<file path="src/rtl/multicycle_ctrl.sv">
// Multicycle RV32I control unit: FETCH/DECODE/EXEC/MEM/WB sequencing with a
// memory-wait timeout trap. Optional macro ILLEGAL_OPCODE_TRAP_EN sends
// unknown opcodes to TRAP; when undefined they execute as NOPs.
module multicycle_ctrl #(
    parameter int unsigned TIMEOUT_W = 8
) (
    input  logic        clk,
    input  logic        rst_n,
    output logic        mem_req,
    output logic        mem_we,
    output logic        mem_addr_sel,
    input  logic        mem_ack,
    input  logic [31:0] mem_rdata,
    output logic [31:0] ir,
    output logic [2:0]  imm_sel,
    input  logic        br_taken,
    output logic        pc_we,
    output logic [1:0]  pc_src,
    output logic        reg_we,
    output logic [1:0]  wb_sel,
    output logic        alu_src_imm,
    output logic [2:0]  state,
    output logic        bus_err,
    output logic        illegal
);

    localparam logic [2:0] S_FETCH  = 3'd0;
    localparam logic [2:0] S_DECODE = 3'd1;
    localparam logic [2:0] S_EXEC   = 3'd2;
    localparam logic [2:0] S_MEM    = 3'd3;
    localparam logic [2:0] S_WB     = 3'd4;
    localparam logic [2:0] S_TRAP   = 3'd5;

    localparam logic [6:0] OP_LUI    = 7'h37;
    localparam logic [6:0] OP_AUIPC  = 7'h17;
    localparam logic [6:0] OP_LOAD   = 7'h03;
    localparam logic [6:0] OP_STORE  = 7'h23;
    localparam logic [6:0] OP_IMM    = 7'h13;
    localparam logic [6:0] OP_BRANCH = 7'h63;
    localparam logic [6:0] OP_JAL    = 7'h6F;
    localparam logic [6:0] OP_JALR   = 7'h67;
    localparam logic [6:0] OP_REG    = 7'h33;
    localparam logic [6:0] OP_FENCE  = 7'h0F;
    localparam logic [6:0] OP_SYSTEM = 7'h73;

    localparam logic [TIMEOUT_W-1:0] CNT_MAX = '1;

    logic [2:0]           state_q, state_d;
    logic [31:0]          ir_q, ir_d;
    logic [2:0]           imm_sel_q, imm_sel_d;
    logic [TIMEOUT_W-1:0] cnt_q, cnt_d;
    logic                 bus_err_q, bus_err_d;
    logic                 run_q;
`ifdef ILLEGAL_OPCODE_TRAP_EN
    logic                 illegal_q, illegal_d;
`endif

    logic [6:0] opcode;
    logic       is_load, is_store, is_branch, is_jal, is_jalr, is_reg, is_wb_type, is_nop_op;

    // Opcode class decode from the registered instruction
    always_comb begin
        opcode     = ir_q[6:0];
        is_load    = (opcode == OP_LOAD);
        is_store   = (opcode == OP_STORE);
        is_branch  = (opcode == OP_BRANCH);
        is_jal     = (opcode == OP_JAL);
        is_jalr    = (opcode == OP_JALR);
        is_reg     = (opcode == OP_REG);
        is_wb_type = is_reg || is_jal || is_jalr || (opcode == OP_IMM)
                     || (opcode == OP_LUI) || (opcode == OP_AUIPC);
        is_nop_op  = (opcode == OP_FENCE) || (opcode == OP_SYSTEM);
    end

    // Next-state, datapath controls and wait-counter update
    always_comb begin
        state_d      = state_q;
        ir_d         = ir_q;
        imm_sel_d    = imm_sel_q;
        bus_err_d    = bus_err_q;
`ifdef ILLEGAL_OPCODE_TRAP_EN
        illegal_d    = illegal_q;
`endif
        mem_req      = 1'b0;
        mem_we       = 1'b0;
        mem_addr_sel = 1'b0;
        pc_we        = 1'b0;
        pc_src       = 2'd0;
        reg_we       = 1'b0;
        wb_sel       = 2'd0;
        alu_src_imm  = !(is_reg || is_branch);

        case (state_q)
            S_FETCH: begin
                // run_q keeps the bus quiet until the first edge after reset
                mem_req = run_q;
                if (run_q) begin
                    if (mem_ack) begin
                        ir_d    = mem_rdata;
                        state_d = S_DECODE;
                    end else if (cnt_q == CNT_MAX) begin
                        state_d   = S_TRAP;
                        bus_err_d = 1'b1;
                    end
                end
            end
            S_DECODE: begin
                case (opcode)
                    OP_LUI, OP_AUIPC: imm_sel_d = 3'd1;
                    OP_STORE:         imm_sel_d = 3'd3;
                    OP_IMM:           imm_sel_d = 3'd4;
                    OP_BRANCH:        imm_sel_d = 3'd5;
                    OP_JAL:           imm_sel_d = 3'd6;
                    OP_JALR:          imm_sel_d = 3'd7;
                    default:          imm_sel_d = 3'd2;
                endcase
                state_d = S_EXEC;
            end
            S_EXEC: begin
                if (is_load || is_store) begin
                    state_d = S_MEM;
                end else if (is_branch) begin
                    pc_we   = 1'b1;
                    pc_src  = br_taken ? 2'd1 : 2'd0;
                    state_d = S_FETCH;
                end else if (is_wb_type) begin
                    state_d = S_WB;
                end else if (is_nop_op) begin
                    pc_we   = 1'b1;
                    state_d = S_FETCH;
                end else begin
`ifdef ILLEGAL_OPCODE_TRAP_EN
                    illegal_d = 1'b1;
                    state_d   = S_TRAP;
`else
                    pc_we   = 1'b1;
                    state_d = S_FETCH;
`endif
                end
            end
            S_MEM: begin
                mem_req      = 1'b1;
                mem_addr_sel = 1'b1;
                mem_we       = is_store;
                if (mem_ack) begin
                    if (is_store) begin
                        pc_we   = 1'b1;
                        state_d = S_FETCH;
                    end else begin
                        state_d = S_WB;
                    end
                end else if (cnt_q == CNT_MAX) begin
                    state_d   = S_TRAP;
                    bus_err_d = 1'b1;
                end
            end
            S_WB: begin
                reg_we  = 1'b1;
                pc_we   = 1'b1;
                wb_sel  = is_load ? 2'd1 : ((is_jal || is_jalr) ? 2'd2 : 2'd0);
                pc_src  = is_jal ? 2'd1 : (is_jalr ? 2'd2 : 2'd0);
                state_d = S_FETCH;
            end
            S_TRAP: begin
                state_d = S_TRAP;
            end
            default: begin
                state_d = S_FETCH;
            end
        endcase

        if (mem_ack || (state_d != state_q)) begin
            cnt_d = '0;
        end else if (mem_req) begin
            cnt_d = cnt_q + TIMEOUT_W'(1);
        end else begin
            cnt_d = cnt_q;
        end
    end

    // State and control registers
    always_ff @(posedge clk or negedge rst_n) begin
        if (!rst_n) begin
            state_q   <= S_FETCH;
            ir_q      <= 32'd0;
            imm_sel_q <= 3'd0;
            cnt_q     <= '0;
            bus_err_q <= 1'b0;
            run_q     <= 1'b0;
        end else begin
            state_q   <= state_d;
            ir_q      <= ir_d;
            imm_sel_q <= imm_sel_d;
            cnt_q     <= cnt_d;
            bus_err_q <= bus_err_d;
            run_q     <= 1'b1;
        end
    end

`ifdef ILLEGAL_OPCODE_TRAP_EN
    // Sticky illegal-opcode flag
    always_ff @(posedge clk or negedge rst_n) begin
        if (!rst_n) begin
            illegal_q <= 1'b0;
        end else begin
            illegal_q <= illegal_d;
        end
    end
    assign illegal = illegal_q;
`else
    assign illegal = 1'b0;
`endif

    assign state   = state_q;
    assign ir      = ir_q;
    assign imm_sel = imm_sel_q;
    assign bus_err = bus_err_q;

endmodule

</file>
<file path="config.mk">
export PLATFORM = sky130hd
export DESIGN_NAME = multicycle_ctrl
export DESIGN_NICKNAME = d
export VERILOG_FILES = /design/src/rtl/multicycle_ctrl.sv
export SDC_FILE = /design/constraint.sdc
export NUM_CORES = 1
export LEC_CHECK = 0
export BUFFER_PORTS_ARGS = -buffer_cell sky130_fd_sc_hd__buf_2
export CORE_ASPECT_RATIO = 1.75
export CORE_UTILIZATION = 50
export DETAILED_ROUTE_END_ITERATION = 10
export GPL_ROUTABILITY_DRIVEN = 0
export HOLD_SLACK_MARGIN = 0.02
export PLACE_DENSITY = 0.83
export SETUP_SLACK_MARGIN = 0.02
export SYNTH_ARGS = -nofsm -noshare
export SYNTH_HDL_FRONTEND = slang
export SYNTH_SLANG_ARGS = --single-unit
</file>
<file path="constraint.sdc">
create_clock -name clk -period 3.9 [get_ports clk]
set_input_delay 0.195 -clock clk [delete_from_list [all_inputs] [get_ports clk]]
set_output_delay 0.195 -clock clk [all_outputs]
set_load 0.02 [all_outputs]
</file>
## Word level (Yosys, flattened, before mapping)

Cells that the tools add are included.

| word-level totals | value |
|---|---|
| input bits | 36 |
| register bits after elaboration | 48 |
| output and inout port bits | 50 |

| operators by class | value |
|---|---|
| $add $sub $neg | 1 |
| reduce and logical (&&, ||, !) cells | 16 |
| muxes and demuxes | 35 |
| eq/ne operators | 17 |

Operators by type and width:

| operator | count |
|---|---|
| 3-bit 2-to-1 mux | 8 |
| 7-bit by 6-bit == test with 1-bit output, second input constant | 3 |
| 7-bit == test, second input constant | 3 |
| 3-bit one-hot mux with 6 select lines | 1 |
| 8-bit 2-to-1 mux | 2 |
| 3-bit one-hot mux with 5 select lines | 1 |
| 7-bit by 5-bit == test with 1-bit output, second input constant | 2 |
| 1-bit 2-to-1 mux | 14 |
| 2-bit 2-to-1 mux | 5 |
| 1-bit logical OR | 9 |
| 8-bit by 1-bit adder with 8-bit output, second input constant | 1 |
| 8-bit == test, second input constant | 1 |
| 7-bit by 2-bit == test with 1-bit output, second input constant | 1 |
| 3-bit by 2-bit == test with 1-bit output, second input constant | 2 |
| 3-bit == test, second input constant | 2 |
| 1-bit one-hot mux with 2 select lines | 2 |
| 2-bit one-hot mux with 2 select lines | 1 |
| 2-bit nonzero test | 2 |
| 3-bit by 1-bit == test with 1-bit output, second input constant | 1 |
| 3-bit zero test | 1 |
| 3-bit != test | 1 |
| 1-bit one-hot mux with 3 select lines | 1 |
| 3-bit AND reduction | 1 |
| 2-bit != test, second input constant | 1 |
| other kinds (3) | 3 |

## Longest topological paths before layout

| depth | value |
|---|---|
| depth in word-level cells | 13 |
| mapped depth | 6 |

## Worst setup path after synthesis

Ideal clock, no wire load.

| path | value |
|---|---|
| path kind | register to output |
| from | reg state_q[2], in the netlist state[2] |
| to | out pc_we |
| setup slack | 2026 ps |
| required time | 3705 ps |
| data arrival time | 1679 ps |
| stages on the path, launching flop included | 6 |
| path through | dfrtp_1 buf_4 nand3b_1 inv_1 nand2_1 o211ai_1 |

| on the way | value |
|---|---|
| cells in the longest elaborated chain, start to end | 2 |
| elaborated cells between the ends (all ways) | 4 |
| those cells by class | 3 x eq/ne; 1 x mux |

RTL lines:

| item | RTL line | text |
|---|---|---|
| from (decl) | 48 | `logic [2:0] state_q, state_d;` |
| from (signal assigned) | 191 | `state_q <= state_d;` |
| 3-bit == test or 3-bit by 2-bit == test with 1-bit output (tied branches) | 93 | `case (state_q)` |
| 1-bit one-hot mux with 3 select lines * | 93 |  |
| to (decl) | 17 | `output logic pc_we,` |

Mark *: on every way between the ends. The rest lies on a longest branch, timed or not.

## Worst setup path after layout

| path | value |
|---|---|
| from | reg state_q[0], in the netlist state[0] |
| to | out pc_we |

The elaborated chain is that of the path after synthesis.

==> results.yml <==
yosys:
  synth_edf_count: 0
  synth_area_um2: 2310
  synth_area_leaders: "dfrtp_1 (52%), mux2_2 (16%), nor2_1 (2.4%)"
  syn_nets: 233
  synth-seq-cells: 48
  synth.top_cell.area_share_pct: 52.0
  ys_types: 48
  synth_top_area_cell: "dfrtp_1"
  avgSynthCellArea_um2: 11.8
  synthArstFlopShare_pct: 100
  yosysSeqAreaShare_pct: 52.0
  ys.flop_type: "dfrtp_1"
  synthCells: 196
  yosysWarningCount: 0
global_route:
  grt_start_max_net_pins: 49
  grt_pass1_vias: 1773
  antenna_found_initial: 0
  grt_overflow: 0
  grt_pass1_wl_um: 7880
  grt.total_usage_pct: 21.8
clocking:
  clock_latency_ps: 300
  cts_tree: "done"
  cts_buffer_depth: 2
  cts_sinks: 48
  clockRootBuffer: "clkbuf_8"
  clk_pin_slew_ps: 90
  ctsResizeCount: 0
  htreeDepth: 2
  hold_buffers: 0
  cts_setup_buffers: 0
  numCtsBuffers: 5
power_and_ir_drop:
  clkPwrFrac_pct: 20.2
  swShare_pct: 37.6
  sequentialPowerShare_pct: 42.4
  p_leak_nw: 1.36
  p_switching_mw: 0.697
  power.total_mw: 1.85
  p_comb_share_pct: 37.4
  powerDensity_nw_per_um2: 651
  p_int_mw: 1.15
  ir_worst_vdd_mv: 0.453
floorplanning:
  start_util_pct: 52.5
  rows: 32
  pin_count: 86
  fp.dieArea_um2: 4910
  fp.dieH_um: 91.9
  coreArea_um2: 4400
  fp.dieW_um: 53.4
placed_design:
  pre_cts_slack_ps: 1820
  dp_hpwl_um: 3510
  io_buffers: 84
timing:
  finalSetupTns_ps: 0
  maxSlewHeadroom_pct: 31.8
  tightest_slew_ps: 1020
  hold_viol: 0
  drv_slew: 0
  layout_setup_ws_ps: 1790
  setup_violations: 0
  period_minus_slack_ps: 2110
  rsz0062_at_grt: "false"
  finalCritPeriodShare_pct: 54.2
  timing.fmax_ghz: 0.473
  clock_skew_ps: 4.36
finish:
  antenna_cells: 0
  drive_gt1_share_pct: 47.7
  final_common_cell: "buf_2"
  fin_nets: 313
  final_cell_mix: "buf_2 (84), dfrtp_1 (48), mux2_2 (33)"
  syn_to_final_growth_pct: 23.0
detailed_routing:
  routed_wl_um: 4700
  drc_errors: 0
  via_per_inst: 5.47
  drtAntennaViolNets: 0
  first_iter_violations: 37
  wl_per_cell_um: 14.3
  vias: 1794
  drt_pre_antenna_iters: 4
setup_path:
  crit-reg2reg-launch: "state[2]$_DFF_PN0_"
  cp.required_ps: 3700
  cp-startpoint: "state[0]$_DFF_PN0_"
  cpMaxStageDelayCell: "dfrtp_1"
  r2r_cells: 3
  start_kind: "flip-flop"
  crit_chain: "nand3b_1 -> inv_1 -> nand2_1 -> o211ai_1 -> buf_2"
  crit_arrival_ps: 1920
  rr_endpoint: "ir[9]$_DFFE_PN0P_"
  cp_max_fo: 13
  critPathCaptureType: "output port"
  reg2reg_slack_ps: 1830
  max_stage_delay_ps: 610
  crit_end: "pc_we"
  crit_type: "reg -> out"
run_status:
  status: "finished, final reports clean"
hold_path:
  min_path_type: "in -> async"
run:
  cap_violations: 0
==> cells by family (layout without fill, tap and decap cells) <==
kind of cell | count (synthesis) | after routing | share of synthesized area [%]
simple gates | 61 | 61 | 15.2
xor+xnor | 8 | 8 | 3.03
other cells | 2 | 2 | 0.325
buf+inv | 16 | 97 | 4.06
fa+ha+maj | 1 | 1 | 0.541
flops | 48 | 48 | 52.0
mux | 35 | 35 | 16.9
compound gates | 25 | 25 | 7.90
==> worst min path at each step <==
stage                               end          start  cells after the start
floorplan           bus_err$_DFFE_PN0P_          rst_n                      0
global placement     ir[21]$_DFFE_PN0P_          rst_n                      1
detailed placement   ir[10]$_DFFE_PN0P_  mem_rdata[10]                      2
CTS                  ir[12]$_DFFE_PN0P_          rst_n                      1
global route         ir[12]$_DFFE_PN0P_  mem_rdata[12]                      2
finish               ir[21]$_DFFE_PN0P_          rst_n                      1
==> through the flow <==
step,hold WS [ps],util (%),cells,cell area (um^2)
global route,105,64.5,328,2840
global placement,425,61.8,320,2720
floorplan,-101,-,196,2310
CTS,108,64.5,328,2840
finish,66.9,64.5,328,2840
detailed placement,430,61.8,320,2720
==> synthesized netlist by cell type (2+ instances only) <==
library cell / number
o211ai_1: 3
conb_1: 2
a211oi_1: 2
clkbuf_1: 5
nor2b_1: 2
xor2_1: 5
buf_6: 3
nor2_1: 15
buf_4: 3
mux2_2: 33
nand2b_1: 2
nand3_1: 5
nand4b_1: 2
nor3_1: 6
xnor2_1: 3
a21oi_1: 2
nand3b_1: 2
and2_1: 3
and3_1: 2
inv_1: 5
mux2i_1: 2
nand2_1: 9
a31oi_1: 2
dfrtp_1: 48
nand4_1: 3
o21ai_0: 5
==> per-layer routing <==
metal	GRT usage, %	vias to the layer above	wire [um]
li1	-	853	-
met1	25.0	879	1810
met2	37.4	54	2610
met3	3.65	8	176
met4	10.1	0	100
met5	0	-	0
==> state kept, by name, summed over array words and instances, names as in the netlist <==
name	cells
ir	32
bus_err	1
cnt_q	8
state	3
run_q	1
imm_sel	3
==> area by class of cell <==
cell class	count	area, um^2
Clock buffer	6	82.6
Clock inverter	2	38.8
Fill cell	360	1560
Inverter	5	18.8
Multi-Input combinational cell	132	1020
Sequential cell	48	1200
Tap cell	51	63.8
Timing Repair Buffer	84	420
==> power groups by stage <==
stage               clock, mW  combinational, mW  sequential, mW
global placement            0              0.681           0.786
CTS                     0.386              0.699           0.783
finish                  0.374              0.692           0.785
global route            0.402              0.747           0.809
floorplan                   0              0.333           0.926
detailed placement          0              0.698           0.791
==> worst max-delay path, delay by kind of cell (launching register included) <==
kind	cells	cell delay, ps
AO/OA/AOI/OAI	1	170
buffers and inverters	2	460
flip-flops	1	610
AND/OR/NAND/NOR	2	390
Power figures use the tool's default switching activity.
